--- config.mk ---
export PLATFORM = sky130hd
export DESIGN_NAME = cpu_sequencer
export DESIGN_NICKNAME = d
export VERILOG_FILES = /design/src/rtl/cpu_pkg.sv /design/src/rtl/seq_decode.sv /design/src/rtl/cpu_sequencer.sv
export SDC_FILE = /design/constraint.sdc
export NUM_CORES = 1
export LEC_CHECK = 0
export ABC_AREA = 1
export CORE_MARGIN = 10
export CORE_UTILIZATION = 48
export DETAILED_ROUTE_END_ITERATION = 8
export PLACE_DENSITY = 0.72
export SLEW_MARGIN = 20
export SYNTH_ARGS = -nofsm -noshare
export SYNTH_HDL_FRONTEND = slang
export SYNTH_HIERARCHICAL = 1
export SYNTH_SLANG_ARGS = --single-unit
--- constraint.sdc ---
create_clock -name CLK -period 1.57 [get_ports CLK]
set_input_delay 0.157 -clock CLK [delete_from_list [all_inputs] [get_ports CLK]]
set_output_delay 0.157 -clock CLK [all_outputs]
set_load 0.1 [all_outputs]
--- src/rtl/cpu_pkg.sv ---
// Shared definitions for the instruction sequencer: FSM state encoding,
// opcode values, ALU operation encodings and the decoded-control bundle.
package cpu_pkg;

  // Sequencer FSM states.
  typedef enum logic [2:0] {
    ST_IDLE   = 3'd0,
    ST_FETCH  = 3'd1,
    ST_DECODE = 3'd2,
    ST_EXEC   = 3'd3,
    ST_HALT   = 3'd4
  } state_t;

  // Opcodes carried in instruction bits [7:4]; 0x7..0xE are illegal.
  localparam logic [3:0] OP_NOP = 4'h0;
  localparam logic [3:0] OP_LDI = 4'h1;
  localparam logic [3:0] OP_ADD = 4'h2;
  localparam logic [3:0] OP_SUB = 4'h3;
  localparam logic [3:0] OP_JMP = 4'h4;
  localparam logic [3:0] OP_JZ  = 4'h5;
  localparam logic [3:0] OP_OUT = 4'h6;
  localparam logic [3:0] OP_HLT = 4'hF;

  // ALU operation select presented to the datapath (2'b11 is reserved).
  localparam logic [1:0] ALU_PASS = 2'b00;
  localparam logic [1:0] ALU_ADD  = 2'b01;
  localparam logic [1:0] ALU_SUB  = 2'b10;

  // Control produced by the opcode decoder for one instruction.
  typedef struct packed {
    logic       pc_inc;
    logic       pc_load;
    logic       acc_load;
    logic       led_load;
    logic [1:0] alu_op;
    logic       illegal;
    logic       halt;
  } dec_t;

  // Four-bit increment that sticks at 0xF instead of wrapping.
  function automatic logic [3:0] sat_inc4(input logic [3:0] v);
    return (v == 4'hF) ? v : v + 4'd1;
  endfunction

endpackage

--- src/rtl/seq_decode.sv ---
// Combinational opcode decoder: maps an opcode (plus the zero flag for JZ)
// to the one-cycle strobes, ALU select and status bits used in EXEC.
import cpu_pkg::*;

module seq_decode (
  input  logic [3:0] opcode,
  input  logic       zero,
  output dec_t       dec
);

  // Opcode table; every path yields at most one of pc_load/acc_load/led_load
  // and never pc_inc together with pc_load.
  always_comb begin
    dec        = '0;
    dec.alu_op = ALU_PASS;
    case (opcode)
      OP_NOP: dec.pc_inc = 1'b1;
      OP_LDI: begin
        dec.acc_load = 1'b1;
        dec.alu_op   = ALU_PASS;
        dec.pc_inc   = 1'b1;
      end
      OP_ADD: begin
        dec.acc_load = 1'b1;
        dec.alu_op   = ALU_ADD;
        dec.pc_inc   = 1'b1;
      end
      OP_SUB: begin
        dec.acc_load = 1'b1;
        dec.alu_op   = ALU_SUB;
        dec.pc_inc   = 1'b1;
      end
      OP_JMP: dec.pc_load = 1'b1;
      OP_JZ: begin
        dec.pc_load = zero;
        dec.pc_inc  = !zero;
      end
      OP_OUT: begin
        dec.led_load = 1'b1;
        dec.pc_inc   = 1'b1;
      end
      OP_HLT: dec.halt = 1'b1;
      default: begin
        dec.pc_inc  = 1'b1;
        dec.illegal = 1'b1;
      end
    endcase
  end

endmodule

--- src/rtl/cpu_sequencer.sv ---
// Instruction sequencer: FETCH/DECODE/EXEC loop with a fetch timeout,
// sticky status flags and fully registered (Moore) control outputs.
import cpu_pkg::*;

module cpu_sequencer #(
  parameter int TIMEOUT      = 8,
  parameter bit IDLE_ON_STOP = 1'b1
) (
  input  logic       CLK,
  input  logic       RST_N,
  input  logic       run,
  input  logic       mem_ready,
  input  logic [7:0] mem_data,
  input  logic       zero,
  output logic       mem_rd,
  output logic       pc_inc,
  output logic       pc_load,
  output logic       acc_load,
  output logic [1:0] alu_op,
  output logic [3:0] imm,
  output logic       led_load,
  output logic       halted,
  output logic       fault,
  output logic       illegal
);

  localparam logic [3:0] TIMEOUT_LIM = 4'(TIMEOUT);

  state_t     state_reg;
  logic [7:0] ir_reg;
  logic [3:0] wait_cnt_reg;
  logic [3:0] wait_cnt_inc;
  logic       mem_rd_reg;
  logic       pc_inc_reg;
  logic       pc_load_reg;
  logic       acc_load_reg;
  logic       led_load_reg;
  logic [1:0] alu_op_reg;
  logic [3:0] imm_reg;
  logic       halted_reg;
  logic       fault_reg;
  logic       illegal_reg;
  dec_t       dec;

  // Decode is driven from the latched instruction, so it is stable
  // throughout DECODE and EXEC regardless of what the memory bus does.
  seq_decode u_decode (
    .opcode (ir_reg[7:4]),
    .zero   (zero),
    .dec    (dec)
  );

  assign wait_cnt_inc = sat_inc4(wait_cnt_reg);

  // Sequencer FSM; outputs are registered alongside the state so each one
  // reflects the state being entered. The zero flag is taken on the
  // DECODE->EXEC edge so the JZ strobe lands inside the EXEC cycle.
  always_ff @(posedge CLK or negedge RST_N) begin
    if (!RST_N) begin
      state_reg    <= ST_IDLE;
      ir_reg       <= 8'h00;
      wait_cnt_reg <= 4'd0;
      mem_rd_reg   <= 1'b0;
      pc_inc_reg   <= 1'b0;
      pc_load_reg  <= 1'b0;
      acc_load_reg <= 1'b0;
      led_load_reg <= 1'b0;
      alu_op_reg   <= ALU_PASS;
      imm_reg      <= 4'd0;
      halted_reg   <= 1'b0;
      fault_reg    <= 1'b0;
      illegal_reg  <= 1'b0;
    end else begin
      // Strobes are single-cycle: they only survive the EXEC cycle.
      pc_inc_reg   <= 1'b0;
      pc_load_reg  <= 1'b0;
      acc_load_reg <= 1'b0;
      led_load_reg <= 1'b0;
      case (state_reg)
        ST_IDLE: begin
          if (run) begin
            state_reg    <= ST_FETCH;
            mem_rd_reg   <= 1'b1;
            wait_cnt_reg <= 4'd0;
          end
        end
        ST_FETCH: begin
          if (mem_ready) begin
            ir_reg     <= mem_data;
            state_reg  <= ST_DECODE;
            mem_rd_reg <= 1'b0;
          end else if (wait_cnt_inc >= TIMEOUT_LIM) begin
            wait_cnt_reg <= wait_cnt_inc;
            state_reg    <= ST_HALT;
            mem_rd_reg   <= 1'b0;
            fault_reg    <= 1'b1;
            halted_reg   <= 1'b1;
          end else begin
            wait_cnt_reg <= wait_cnt_inc;
          end
        end
        ST_DECODE: begin
          state_reg    <= ST_EXEC;
          imm_reg      <= ir_reg[3:0];
          alu_op_reg   <= dec.alu_op;
          pc_inc_reg   <= dec.pc_inc;
          pc_load_reg  <= dec.pc_load;
          acc_load_reg <= dec.acc_load;
          led_load_reg <= dec.led_load;
          if (dec.illegal) begin
            illegal_reg <= 1'b1;
          end
        end
        ST_EXEC: begin
          if (dec.halt) begin
            state_reg  <= ST_HALT;
            halted_reg <= 1'b1;
          end else if (run || !IDLE_ON_STOP) begin
            state_reg    <= ST_FETCH;
            mem_rd_reg   <= 1'b1;
            wait_cnt_reg <= 4'd0;
          end else begin
            state_reg <= ST_IDLE;
          end
        end
        ST_HALT: begin
          state_reg <= ST_HALT;
        end
        default: begin
          state_reg  <= ST_IDLE;
          mem_rd_reg <= 1'b0;
        end
      endcase
    end
  end

  assign mem_rd   = mem_rd_reg;
  assign pc_inc   = pc_inc_reg;
  assign pc_load  = pc_load_reg;
  assign acc_load = acc_load_reg;
  assign led_load = led_load_reg;
  assign alu_op   = alu_op_reg;
  assign imm      = imm_reg;
  assign halted   = halted_reg;
  assign fault    = fault_reg;
  assign illegal  = illegal_reg;

endmodule

==> impl_metrics.yaml <==
outcome:
  run_status: "completed"
setup_path:
  cp.arrival_ns: 1.68
  timing.rr.start: "state_reg[2]"
  crit_path_end_kind: "flip-flop"
  cp_data_required_time_ns: 1.83
  start_kind: "flip-flop"
  critPathKind: "reg -> reg"
  worstRegToRegCells: 7
  regToRegEndpoint: "wait_cnt_reg[0]"
  worst-path-max-fanout: 13
  r2r_slack_ns: 0.15
synth:
  synth_compound_gate_area_share: 0.0618
  synthMuxAreaShare: 0
  synth_cell_types: 22
  synth_fp_nets: 200
  synth_area_um2: 1440
  synthCells: 186
  syn_area_per_cell_um2: 7.72
  synthSimpleGateAreaFrac: 0.355
  synth-warning-count: 6
  post_synth_fa_ha_maj_area_fraction: 0.00871
  ys_seq_area_frac: 0.505
  synth_top_family_by_area: "simple AND/OR/NAND/NOR gates"
  synth-seq-cells: 29
  synth-xor-area-share: 0
cts:
  cts-resized-gates: 0
  ctsHoldBuffers: 0
  cts_htree_levels: 2
  cts_tree: "done"
  root_buffer: "clkbuf_4"
  cts.clk_slew.worst_paths_ns: 0.09
  clock_path_buffers: 2
  cts_sinks: 29
  cts_made_buffers: 5
  clk_latency_ns: 0.32
  post_cts_buffers: 0
sta:
  min_period_ns: 1.42
  hold_viol_final: 0
  tightest_slew_ns: 0.361
  slew-limit-headroom: 0.760
  finalSetupViolCount: 0
  worst_slack_ns: 0.148
  max_clock_freq_ghz: 0.703
  fin_crit_sh: 0.906
  slew_violations: 0
  tns_ns: 0
  rsz0062_at_grt: "no"
  fin_skew_ns: 0.00633
power_and_ir_drop:
  max-vdd-ir-drop_uv: 1080
  intPower_mw: 2.04
  clkPwrFrac: 0.110
  p_seq_frac: 0.313
  leakagePower_nw: 1.02
  p_total_mw: 4.15
  powerDensity_nw_per_um2: 2140
  p_sw_mw: 2.12
  comb_power_share: 0.577
  switching_share: 0.509
grt:
  antenna_found_initial: 0
  grt_overflow: 0
  track_usage: 0.129
  grt_pass1_vias: 1215
  grt_pass1_wl_um: 5530
  grt_max_degree: 30
placement:
  dp_hpwl_um: 2430
  io_buffers: 26
  place_area_um2: 1890
  dp_slack_ns: 0.191
  place_congestion: 0.833
worst_hold_path:
  min_path_type: "in -> async"
routing:
  via_count: 1273
  final_antenna_net_count: 0
  first_pass_iters: 4
  drcViolationCount: 0
  wl_per_cell_um: 13.0
  drt-vias-per-instance: 5.07
  dr.first_iter.drc_count: 71
  routed_wl_um: 3270
floorplanning:
  dieArea_um2: 5580
  die_w_um: 74.7
  ios: 27
  row_count: 19
  core_um2: 2810
  initial_core_util: 0.512
  die_h_um: 74.7
finish:
  n_antenna_cell: 0
  largest_reg_flops: 8
  final_cell_mix: "nand2_1 (65), dfrtp_1 (29), nor2_1 (18)"
  final_nets: 234
  layout-drive-gt1-share: 0.182
  fin_area_um2: 1940
  syn_to_final_growth_pct: 35.3
  layout_commonest_cell: "nand2_1"
run:
  cap_violations: 0
through the flow:
stage / hold slack (ns) / cells / utilization
after floorplan: -0.139 / 186 / -
after global placement: 0.461 / 244 / 0.673
after detailed placement: 0.465 / 244 / 0.673
after CTS: 0.212 / 251 / 0.693
after global routing: 0.231 / 251 / 0.693
final: 0.205 / 251 / 0.693
critical path, stage by stage, from the launching register on:
cell     delay (ns)
dfrtp_1        0.47
inv_2          0.12
nand2_2        0.06
nor2_4         0.22
nand2_4        0.17
nand3_1        0.17
nand2_1        0.08
nand2_1        0.08
cell families (layout without fill, tap and decap cells):
logic type,after synthesis,in the layout
simple gates,115,115
flops,29,29
fa+ha+maj,1,1
buf+inv,25,59
compound gates,16,16
layer usage:
metal  vias up  part of all wire  track usage
met4         0             0.016       0.0567
met3         7             0.066       0.0539
met5         -                 0            0
met2        30              0.50        0.211
met1       590              0.41        0.144
li1        646                 -            -
area by class of cell:
class	count	area (um^2)
flip-flops and latches	29	726
inverters	22	82.6
well taps	31	38.8
repair buffers	30	430
multi-input cells	132	611
fillers	255	862
clock buffers	7	55.1
power groups by stage:
| stage | sequential (mW) | clock (mW) | combinational [mW] |
|---|---|---|---|
| after floorplan | 1.99 | 0 | 0.912 |
| after global placement | 1.30 | 0 | 2.35 |
| after detailed placement | 1.31 | 0 | 2.39 |
| after CTS | 1.30 | 0.472 | 2.41 |
| after global routing | 1.34 | 0.510 | 2.60 |
| final | 1.30 | 0.459 | 2.40 |
cells in the mapped netlist:
library cell  count  share of area
nand2_2           5          0.022
nor2_2            2         0.0087
nor2_1           18          0.047
nand3_1          15          0.052
inv_2             4          0.010
nand2_1          65           0.17
nor3_1            3          0.010
nor2_4            3          0.024
o21ai_0           6          0.021
buf_2             2         0.0070
ha_1              1         0.0087
o21ai_1           2         0.0070
inv_1            17          0.044
o21bai_1          1         0.0052
clkinv_1          1         0.0026
nand4_1           3          0.013
buf_4             1         0.0052
nand2_4           1         0.0078
a21oi_1           5          0.017
a21o_1            1         0.0052
a21oi_2           1         0.0061
dfrtp_1          29           0.51
worst max path at each step:
stage,startpoint,endpoint,slack [ns],cells after the start
2_1_floorplan,mem_rd,mem_rd,0.25,4
4_1_cts,state_reg[2],wait_cnt_reg[0],0.16,7
3_3_place_gp,state_reg[2],wait_cnt_reg[3],0.25,7
3_5_place_dp,state_reg[2],wait_cnt_reg[1],0.19,8
5_1_grt,state_reg[2],wait_cnt_reg[0],0.04,8
6_report,state_reg[2],wait_cnt_reg[0],0.15,7
(Power assumes the default switching activity.)
